<file path="src/rtl/async_hs_tx.sv">
// Clocked four-phase bundled-data transmitter feeding a self-timed C-element pipeline.
// Words pass through a 2-entry FIFO and are launched with a setup delay before req_o.
module async_hs_tx #(
  parameter int WIDTH       = 8,
  parameter int SETUP_CYC   = 2,
  parameter int SYNC_STAGES = 2,
  parameter int TIMEOUT     = 0
) (
  input  logic             clk,
  input  logic             rst,
  input  logic             s_valid,
  output logic             s_ready,
  input  logic [WIDTH-1:0] s_data,
  output logic             req_o,
  output logic [WIDTH-1:0] data_o,
  input  logic             ack_i,
  output logic             busy,
  output logic [15:0]      tx_count,
  output logic             timeout_err
);

  typedef enum logic [1:0] {
    IDLE   = 2'd0,
    SETUP  = 2'd1,
    REQ_HI = 2'd2,
    REQ_LO = 2'd3
  } state_t;

  localparam int          WARM_W     = $clog2(SYNC_STAGES + 1);
  localparam logic [3:0]  SETUP_INIT = 4'(SETUP_CYC - 1);
  localparam logic [15:0] TO_LIM     = 16'(TIMEOUT);
  localparam logic        TO_EN      = (TIMEOUT != 0);

  logic [WIDTH-1:0]       fifo_mem_r [2];
  logic                   wr_ptr_r, rd_ptr_r;
  logic [1:0]             occ_r, occ_s;
  logic                   push_s, pop_s;
  logic                   s_ready_r;

  logic [SYNC_STAGES-1:0] sync_r;
  logic                   ack_s;
  logic [WARM_W-1:0]      warm_r;
  logic                   warm_done_s;

  state_t                 state_r, state_s;
  logic [3:0]             setup_r, setup_s;
  logic                   req_r, req_s;
  logic [WIDTH-1:0]       data_r, data_s;
  logic [15:0]            tx_cnt_r, tx_s;
  logic [15:0]            phase_r, phase_s, phase_inc_s;
  logic                   hit_s;
  logic                   err_r, err_s;
  logic                   busy_r, busy_s;

  assign s_ready     = s_ready_r;
  assign req_o       = req_r;
  assign data_o      = data_r;
  assign busy        = busy_r;
  assign tx_count    = tx_cnt_r;
  assign timeout_err = err_r;

  assign push_s      = s_valid & s_ready_r;
  assign ack_s       = sync_r[SYNC_STAGES-1];
  // After reset the synchronizer holds 0 regardless of ack_i, so launches wait until it has refilled.
  assign warm_done_s = (warm_r == WARM_W'(SYNC_STAGES));
  assign phase_inc_s = (phase_r == TO_LIM) ? phase_r : (phase_r + 16'd1);
  assign hit_s       = TO_EN & (phase_inc_s == TO_LIM);

  // FIFO occupancy next-state
  always_comb begin
    occ_s = occ_r;
    case ({push_s, pop_s})
      2'b10:   occ_s = occ_r + 2'd1;
      2'b01:   occ_s = occ_r - 2'd1;
      default: occ_s = occ_r;
    endcase
  end

  // Handshake FSM next-state and register next values
  always_comb begin
    state_s = state_r;
    setup_s = setup_r;
    req_s   = req_r;
    data_s  = data_r;
    tx_s    = tx_cnt_r;
    phase_s = phase_r;
    err_s   = err_r;
    pop_s   = 1'b0;
    case (state_r)
      IDLE: begin
        if ((occ_r != 2'd0) && !ack_s && warm_done_s) begin
          data_s  = fifo_mem_r[rd_ptr_r];
          pop_s   = 1'b1;
          setup_s = SETUP_INIT;
          state_s = SETUP;
        end else begin
          state_s = IDLE;
        end
      end
      SETUP: begin
        if (setup_r == 4'd0) begin
          req_s   = 1'b1;
          phase_s = 16'd0;
          state_s = REQ_HI;
        end else begin
          setup_s = setup_r - 4'd1;
        end
      end
      REQ_HI: begin
        if (ack_s) begin
          req_s   = 1'b0;
          phase_s = 16'd0;
          state_s = REQ_LO;
        end else begin
          phase_s = phase_inc_s;
          err_s   = err_r | hit_s;
        end
      end
      REQ_LO: begin
        if (!ack_s) begin
          tx_s    = tx_cnt_r + 16'd1;
          state_s = IDLE;
        end else begin
          phase_s = phase_inc_s;
          err_s   = err_r | hit_s;
        end
      end
      default: begin
        req_s   = 1'b0;
        state_s = IDLE;
      end
    endcase
  end

  assign busy_s = (state_s != IDLE) || (occ_s != 2'd0);

  // FIFO storage, pointers and registered ready
  always_ff @(posedge clk or posedge rst) begin
    if (rst) begin
      fifo_mem_r[0] <= {WIDTH{1'b0}};
      fifo_mem_r[1] <= {WIDTH{1'b0}};
      wr_ptr_r      <= 1'b0;
      rd_ptr_r      <= 1'b0;
      occ_r         <= 2'd0;
      s_ready_r     <= 1'b0;
    end else begin
      if (push_s) begin
        fifo_mem_r[wr_ptr_r] <= s_data;
      end
      wr_ptr_r  <= wr_ptr_r ^ push_s;
      rd_ptr_r  <= rd_ptr_r ^ pop_s;
      occ_r     <= occ_s;
      s_ready_r <= (occ_s < 2'd2);
    end
  end

  // ack_i synchronizer and post-reset warm-up counter
  always_ff @(posedge clk or posedge rst) begin
    if (rst) begin
      sync_r <= {SYNC_STAGES{1'b0}};
      warm_r <= {WARM_W{1'b0}};
    end else begin
      sync_r <= {sync_r[SYNC_STAGES-2:0], ack_i};
      if (!warm_done_s) begin
        warm_r <= warm_r + WARM_W'(1);
      end
    end
  end

  // FSM state and registered outputs
  always_ff @(posedge clk or posedge rst) begin
    if (rst) begin
      state_r  <= IDLE;
      setup_r  <= 4'd0;
      req_r    <= 1'b0;
      data_r   <= {WIDTH{1'b0}};
      tx_cnt_r <= 16'd0;
      phase_r  <= 16'd0;
      err_r    <= 1'b0;
      busy_r   <= 1'b0;
    end else begin
      state_r  <= state_s;
      setup_r  <= setup_s;
      req_r    <= req_s;
      data_r   <= data_s;
      tx_cnt_r <= tx_s;
      phase_r  <= phase_s;
      err_r    <= err_s;
      busy_r   <= busy_s;
    end
  end

endmodule

</file>
<file path="config.mk">
export PLATFORM = sky130hd
export DESIGN_NAME = async_hs_tx
export DESIGN_NICKNAME = d
export VERILOG_FILES = /design/src/rtl/async_hs_tx.sv
export SDC_FILE = /design/constraint.sdc
export NUM_CORES = 1
export LEC_CHECK = 0
export BUFFER_PORTS_ARGS = -buffer_cell sky130_fd_sc_hd__buf_2
export CAP_MARGIN = 30
export CORE_MARGIN = 1.5
export CORE_UTILIZATION = 50
export DETAILED_ROUTE_END_ITERATION = 12
export GPL_TIMING_DRIVEN = 0
export PLACE_DENSITY = 0.8
export SLEW_MARGIN = 20
export SYNTH_ARGS = -nofsm -noshare
export SYNTH_HDL_FRONTEND = slang
export SYNTH_SLANG_ARGS = --single-unit
</file>
<file path="constraint.sdc">
create_clock -name clk -period 3.1 [get_ports clk]
set_clock_uncertainty 0.1 [all_clocks]
set_input_delay 0.62 -clock clk [delete_from_list [all_inputs] [get_ports clk]]
set_output_delay 0.62 -clock clk [all_outputs]
set_load 0.02 [all_outputs]
</file>
# Word-level counts from Yosys, hierarchy flattened
# Index checks and enable logic that the tools add are counted.
# W data, S select, Z words.
word_totals:
  ff_bits: 57
  inputBits: 12
  output_inout_bits: 28
  word_cells: 75
classes:
  add_sub_neg: 5
  n_lt_le_gt_ge: 4
  n_eq_ne: 10
  muxes: 20
  bitwise_logic: 6
  reduce_logical: 16
op_table:
  columns: ["op", "n"]
  rows:
  - ["$mux W8", 4]
  - ["$add A16 B1 Y16 const B", 1]
  - ["$bwmux W16", 1]
  - ["$reduce_bool A2 Y1", 5]
  - ["$demux W8 S1", 1]
  - ["$eq A2 B2 Y1 const B", 4]
  - ["$mux W4", 2]
  - ["$ne A2 B2 Y1 const B", 4]
  - ["$pmux W2 S4", 1]
  - ["$pmux W4 S2", 1]
  - ["$mux W2", 3]
  - ["$reduce_and A3 Y1", 2]
  - ["$mux W1", 5]
  - ["$add A2 B1 Y2 const B", 2]
  - ["$eq A2 B1 Y1 const B", 2]
  - ["$ge A2 B2 Y1 const B", 2]
  - ["$logic_not A4 Y1", 1]
  - ["$not A1 Y2", 2]
  - ["$pmux W2 S2", 1]
  - ["$reduce_and A2 Y1", 2]
  - ["$sub A4 B1 Y4 const B", 1]
  - ["$logic_and A1 B1 Y1", 3]
  - ["$logic_not A2 Y1", 1]
  - ["$lt A2 B1 Y1 const B", 1]
  - ["8 further kinds", 9]

# Depth between registers and ports, before layout
depth:
  word_depth: 9
  mapped_depth: 9
  depth_no_buf: 8

# Worst setup path before layout
# No wires, ideal clock.
synth_timing:
  path_type: "register to register"
  from: "reg warm_r[0]"
  to: "reg busy_r, in the netlist busy"
  setup_time_ns: 0.128
  t_arrival_ns: 1.673
  required_time_ns: 2.872
  slack_ns: 1.199
  stages_incl_launch_ff: 9
  path_buffers: 1
  period_less_slack_ns: 1.901
  cell_sequence: "dfrtp_1 > inv_1 > ha_1 > o2111a_1 > buf_2 > ha_1 > xnor2_1 > nor3_1 > nand2_1"
synth_between:
  elab_chain_cells: 8
  elab_cells_between_ends: 12
  classes_between: "eq/ne: 3; mux: 5; reduce/logical: 4"
synth_rtl:
  columns: ["item", "line_no", "text"]
  rows:
  - ["start: declaration", "42", "logic [WARM_W-1:0] warm_r;"]
  - ["start signal: assignment", "161", "warm_r <= {WARM_W{1'b0}};"]
  - ["start signal: assignment", "165", "warm_r <= warm_r + WARM_W'(1);"]
  - ["$eq A2 B2 Y1 (*)", "65", "assign warm_done_s = (warm_r == WARM_W'(SYNC_STAGES));"]
  - ["$logic_and A1 B1 Y1 (*)", "91", "if ((occ_r != 2'd0) && !ack_s && warm_done_s) begin"]
  - ["$mux W1 (*)", "91", null]
  - ["$mux W1 (*)", "89", "case (state_r)"]
  - ["named net pop_s", "37", "logic push_s, pop_s;"]
  - ["$eq A2 B1 Y1 / $eq A2 B2 Y1 (equally long branches)", "72", "case ({push_s, pop_s})"]
  - ["$pmux W2 S2 (*)", "72", null]
  - ["named net occ_s[0]", "36", "logic [1:0] occ_r, occ_s;"]
  - ["$reduce_bool A2 Y1 (*)", "135", "assign busy_s = (state_s != IDLE) || (occ_s != 2'd0);"]
  - ["$logic_or A1 B1 Y1 (*)", "135", null]
  - ["named net busy_s", "53", "logic busy_r, busy_s;"]
  - ["end signal: assignment", "189", "busy_r <= busy_s;"]
  - ["end: declaration", "53", null]
# Mark *: on every way through the listed nets, which the timed path passes. The rest lies on a longest branch.
# A chain may end at the register's enable or synchronous reset.

# Worst setup path after layout
layout_timing:
  from: "reg state_r[1]"
  to: "reg busy_r, in the netlist busy"
layout_between:
  elab_chain_cells: 6
  elab_cells_between_ends: 15
  classes_between: "eq/ne: 5; mux: 6; reduce/logical: 4"
layout_rtl:
  columns: ["item", "line_no", "text"]
  rows:
  - ["start: declaration", "45", "state_t state_r, state_s;"]
  - ["start signal: assignment", "182", "state_r <= state_s;"]
  - ["$logic_not A2 Y1 (*)", "89", null]
  - ["$mux W1 (*)", "89", null]
  - ["named net pop_s", "37", null]
  - ["$eq A2 B1 Y1 / $eq A2 B2 Y1 (equally long branches)", "72", null]
  - ["$pmux W2 S2 (*)", "72", null]
  - ["named net occ_s[0]", "36", null]
  - ["$reduce_bool A2 Y1 (*)", "135", null]
  - ["$logic_or A1 B1 Y1 (*)", "135", null]
  - ["named net busy_s", "53", null]
# Marks and branches as above.

==> impl_summary.log <==
INFO  metric fp-row-count = 25
INFO  metric grt_max_degree = 58
INFO  metric timing.max_cap.violations = 0
INFO  metric report.final.hold_viol_count = 0
INFO  metric timing.critical_path.arrival = between 2 and 2.5 ns
INFO  metric gr-max-usage-layer = met2
INFO  metric finalSetupViolCount = 0
INFO  metric vdd_drop_max = about 0.55 mV
INFO  metric antenna_violating_nets_post_route = 0
INFO  metric layout.nets = 269
INFO  metric synth_nets = 220
INFO  metric yosysSeqAreaShare = 0.584
INFO  metric worst_path_max_delay_cell = dfrtp_1
INFO  metric post-route-drc-count = 0
INFO  metric pwr-share-clk = 0.289
INFO  metric asyncSetResetFlopFracSynth = 1.00
INFO  metric power_per_cell_area = 982 nW/µm²
INFO  metric timing.slew.headroom = 0.546
INFO  metric antenna_cells = 0
INFO  metric die_area = 5310 µm²
INFO  metric cts.sinks = 57
INFO  metric detailroute.via_count = 1,604
INFO  metric post_synth_inst_count = 201
INFO  metric worst-endpoint-required = 3.20 ns
INFO  metric synth-edff-count = 0
INFO  metric leading_cell_type_in_the_layout_fill_and_taps_excluded = dfrtp_1
INFO  metric core-area = 4720 µm²
INFO  metric grt_util_met1 = 0.215
INFO  metric cts_htree_levels = 3
INFO  metric final_period_minus_worst_setup_slack = 2.15 ns
INFO  metric post_drt_wl_per_cell = approximately 13 µm
INFO  metric path_clk_slew = approximately 0.060 ns
INFO  metric post_drt_via_cell_ratio = 4.98
INFO  metric holdBufCountCts = 0
INFO  metric cts_buffer_depth = 2
INFO  metric cts-root-buf = clkbuf_8
INFO  metric final_layout_size_suffix_gt1_frac = 0.298
INFO  metric finalNonFillerCells = 322
INFO  metric clk_latency = 0.33 ns
INFO  metric grt_pass1_wl = 6980 µm
INFO  metric drt_pass1_iterations = 4
INFO  metric switching_share = 0.324
INFO  metric number_of_global_route_vias_before_repair = roughly 1,600
INFO  metric area_overhead_of_the_layout_relative_to_synthesis = 21.3%
INFO  metric die_height = 72.9 µm
INFO  metric grt-ovfl-total = 0
INFO  metric worstHoldPathType = reg -> reg
INFO  metric internal_power_component = 1.97 mW
INFO  metric worst-path-max-fanout = 10
INFO  metric static_leakage = around 1.5 nW
INFO  metric power_frac_comb = 0.304
INFO  metric tritoncts.num_buffers = 9
INFO  metric cts_resized = 0
INFO  metric finalSetupTns = 0 ns
INFO  metric most-common-layout-cells = dfrtp_1, buf_2, nor2_1
INFO  metric ff2ff_setup_slack = approximately 0.95 ns
INFO  metric timing.critical_path.slowest_cell_delay = between 0.4 and 0.5 ns
INFO  metric synthDistinctLibCells = 30
INFO  metric wl = a little over 4000 µm
INFO  metric critical_path_class = reg -> reg
INFO  metric worst_setup_ep_type = flip-flop
INFO  metric grt.met2_usage = 0.286
INFO  metric cts_tree = built
INFO  metric worstPathCellList = nor2_1 -> o2111a_1 -> buf_2 -> ha_1 -> xnor2_1 -> nor3_1 -> nand2_1
INFO  metric avgSynthCellArea = 12.2 µm²
INFO  metric grt_antenna_before_repair = 0
INFO  metric worst_slew_pin_slew = 0.681 ns
INFO  metric status = finished, final reports clean
INFO  metric dp_hpwl = 2830 µm
INFO  metric synth_flop_cell = dfrtp_1
INFO  metric maxClockFrequency = 464 MHz
INFO  metric grt_setup_unrepaired = no
INFO  metric period_share = 0.695
INFO  metric die_x = 72.9 µm
INFO  metric p_switching = around 0.94 mW
INFO  metric fin_total_pwr = 2.91 mW
INFO  metric share_seq_of_total_power = 0.407
INFO  metric gp_congestion = 0.742
INFO  metric ios = 40
INFO  metric report.final.slew_viol_count = 0
INFO  metric portbufs = 38
INFO  metric synthesis.yosys.warnings = 0
INFO  metric drt-initial-drc-count = 45
INFO  metric postCtsSetupBuffers = 0
INFO  metric place.detailed.instances = roughly 310
INFO  metric initial_core_utilization = 0.517
INFO  metric worstSetupStartpointType = flip-flop
INFO  metric syn-cell-area = 2440 µm²
INFO  metric synth_seq_cells = 57
INFO  metric groute.usage.overall = 0.178
INFO  metric groute.layer.met3.usage = 0.0746
-- power by group through the flow --
stage / Sequential [mW] / Combinational, mW / Clock, mW
2_1_floorplan: 1.27 / 0.581 / 0
3_3_place_gp: 1.18 / 0.871 / 0
3_5_place_dp: 1.20 / 0.896 / 0
4_1_cts: 1.19 / 0.900 / 0.857
5_1_grt: 1.22 / 0.991 / 0.892
6_report: 1.18 / 0.885 / 0.840
-- worst max-delay path, delay by kind of cell, from the launching register on --
kind,cells,cell delay (ns)
compound gates,1,0.32
buf+inv,1,0.27
fa+ha+maj,1,0.29
flops,1,0.46
xor+xnor,1,0.15
simple gates,3,0.45
-- registers in the layout (all words and copies together) (netlist names) --
register    count
data_o          8
setup_r         4
fifo_mem_r     16
tx_count       16
busy            1
occ_r           2
wr_ptr_r        1
s_ready         1
rd_ptr_r        1
state_r         2
req_o           1
sync_r          2
warm_r          2
-- cell usage after synthesis, types with 3 or more instances --
master,n,area (µm²)
and2_1,3,18.8
nand4_1,5,31.3
ha_1,7,87.6
dfrtp_1,57,1430
nand2_1,13,48.8
nor2_1,18,67.6
mux2_2,16,180
clkbuf_1,3,11.3
xor2_1,5,43.8
xnor2_1,17,149
nand3_1,5,25.0
nor3_1,3,15.0
inv_1,13,48.8
mux2i_1,9,90.1
a21oi_1,9,45.0
-- final timing paths --
check / from / end / cells after the start
setup / recovery: state_r[1] / busy / 7
hold reg to reg: sync_r[0] / sync_r[1] / 0
setup reg to reg: state_r[1] / busy / 7
min in group asynchronous: rst / tx_count[9] / 2
max in group asynchronous: rst / fifo_mem_r[3] / 2
hold / removal: sync_r[0] / sync_r[1] / 0
-- stage by stage --
step	worst slack, ns	hold slack (ns)	area [µm²]	util
finish	0.945	0.254	2960	0.627
CTS	0.909	0.260	2960	0.627
global route	0.768	0.265	2960	0.627
detailed placement	0.915	0.245	2720	0.576
floorplan	0.980	0.231	2440	-
global placement	0.329	0.235	2720	0.575
-- per-layer routing --
metal,share of wire,up-vias
li1,-,770
met1,0.45,793
met2,0.49,34
met3,0.044,7
met4,0.013,0
met5,0,-
-- area by class of cell --
cell class | count | area (µm²)
plain buffers | 7 | 32.5
clock buffers | 11 | 141
clock inverters | 5 | 103
fillers | 392 | 1760
inverters | 13 | 51.3
multi-input cells | 124 | 935
flip-flops and latches | 57 | 1430
well taps | 67 | 83.8
repair buffers | 38 | 190
-- cells by family (layout without fill, tap and decap cells) --
logic type | Yosys count | in the layout | synth area share
flip-flops | 57 | 57 | 0.584
AO/OA/AOI/OAI | 13 | 13 | 0.0307
adder cells (fa/ha/maj) | 7 | 7 | 0.0359
multiplexers | 25 | 25 | 0.111
XOR/XNOR | 22 | 22 | 0.0789
other | 1 | 1 | 0.00154
AND/OR/NAND/NOR | 56 | 56 | 0.125
buffers and inverters | 20 | 74 | 0.0333
No activity file was read; power rests on OpenSTA's default activity.
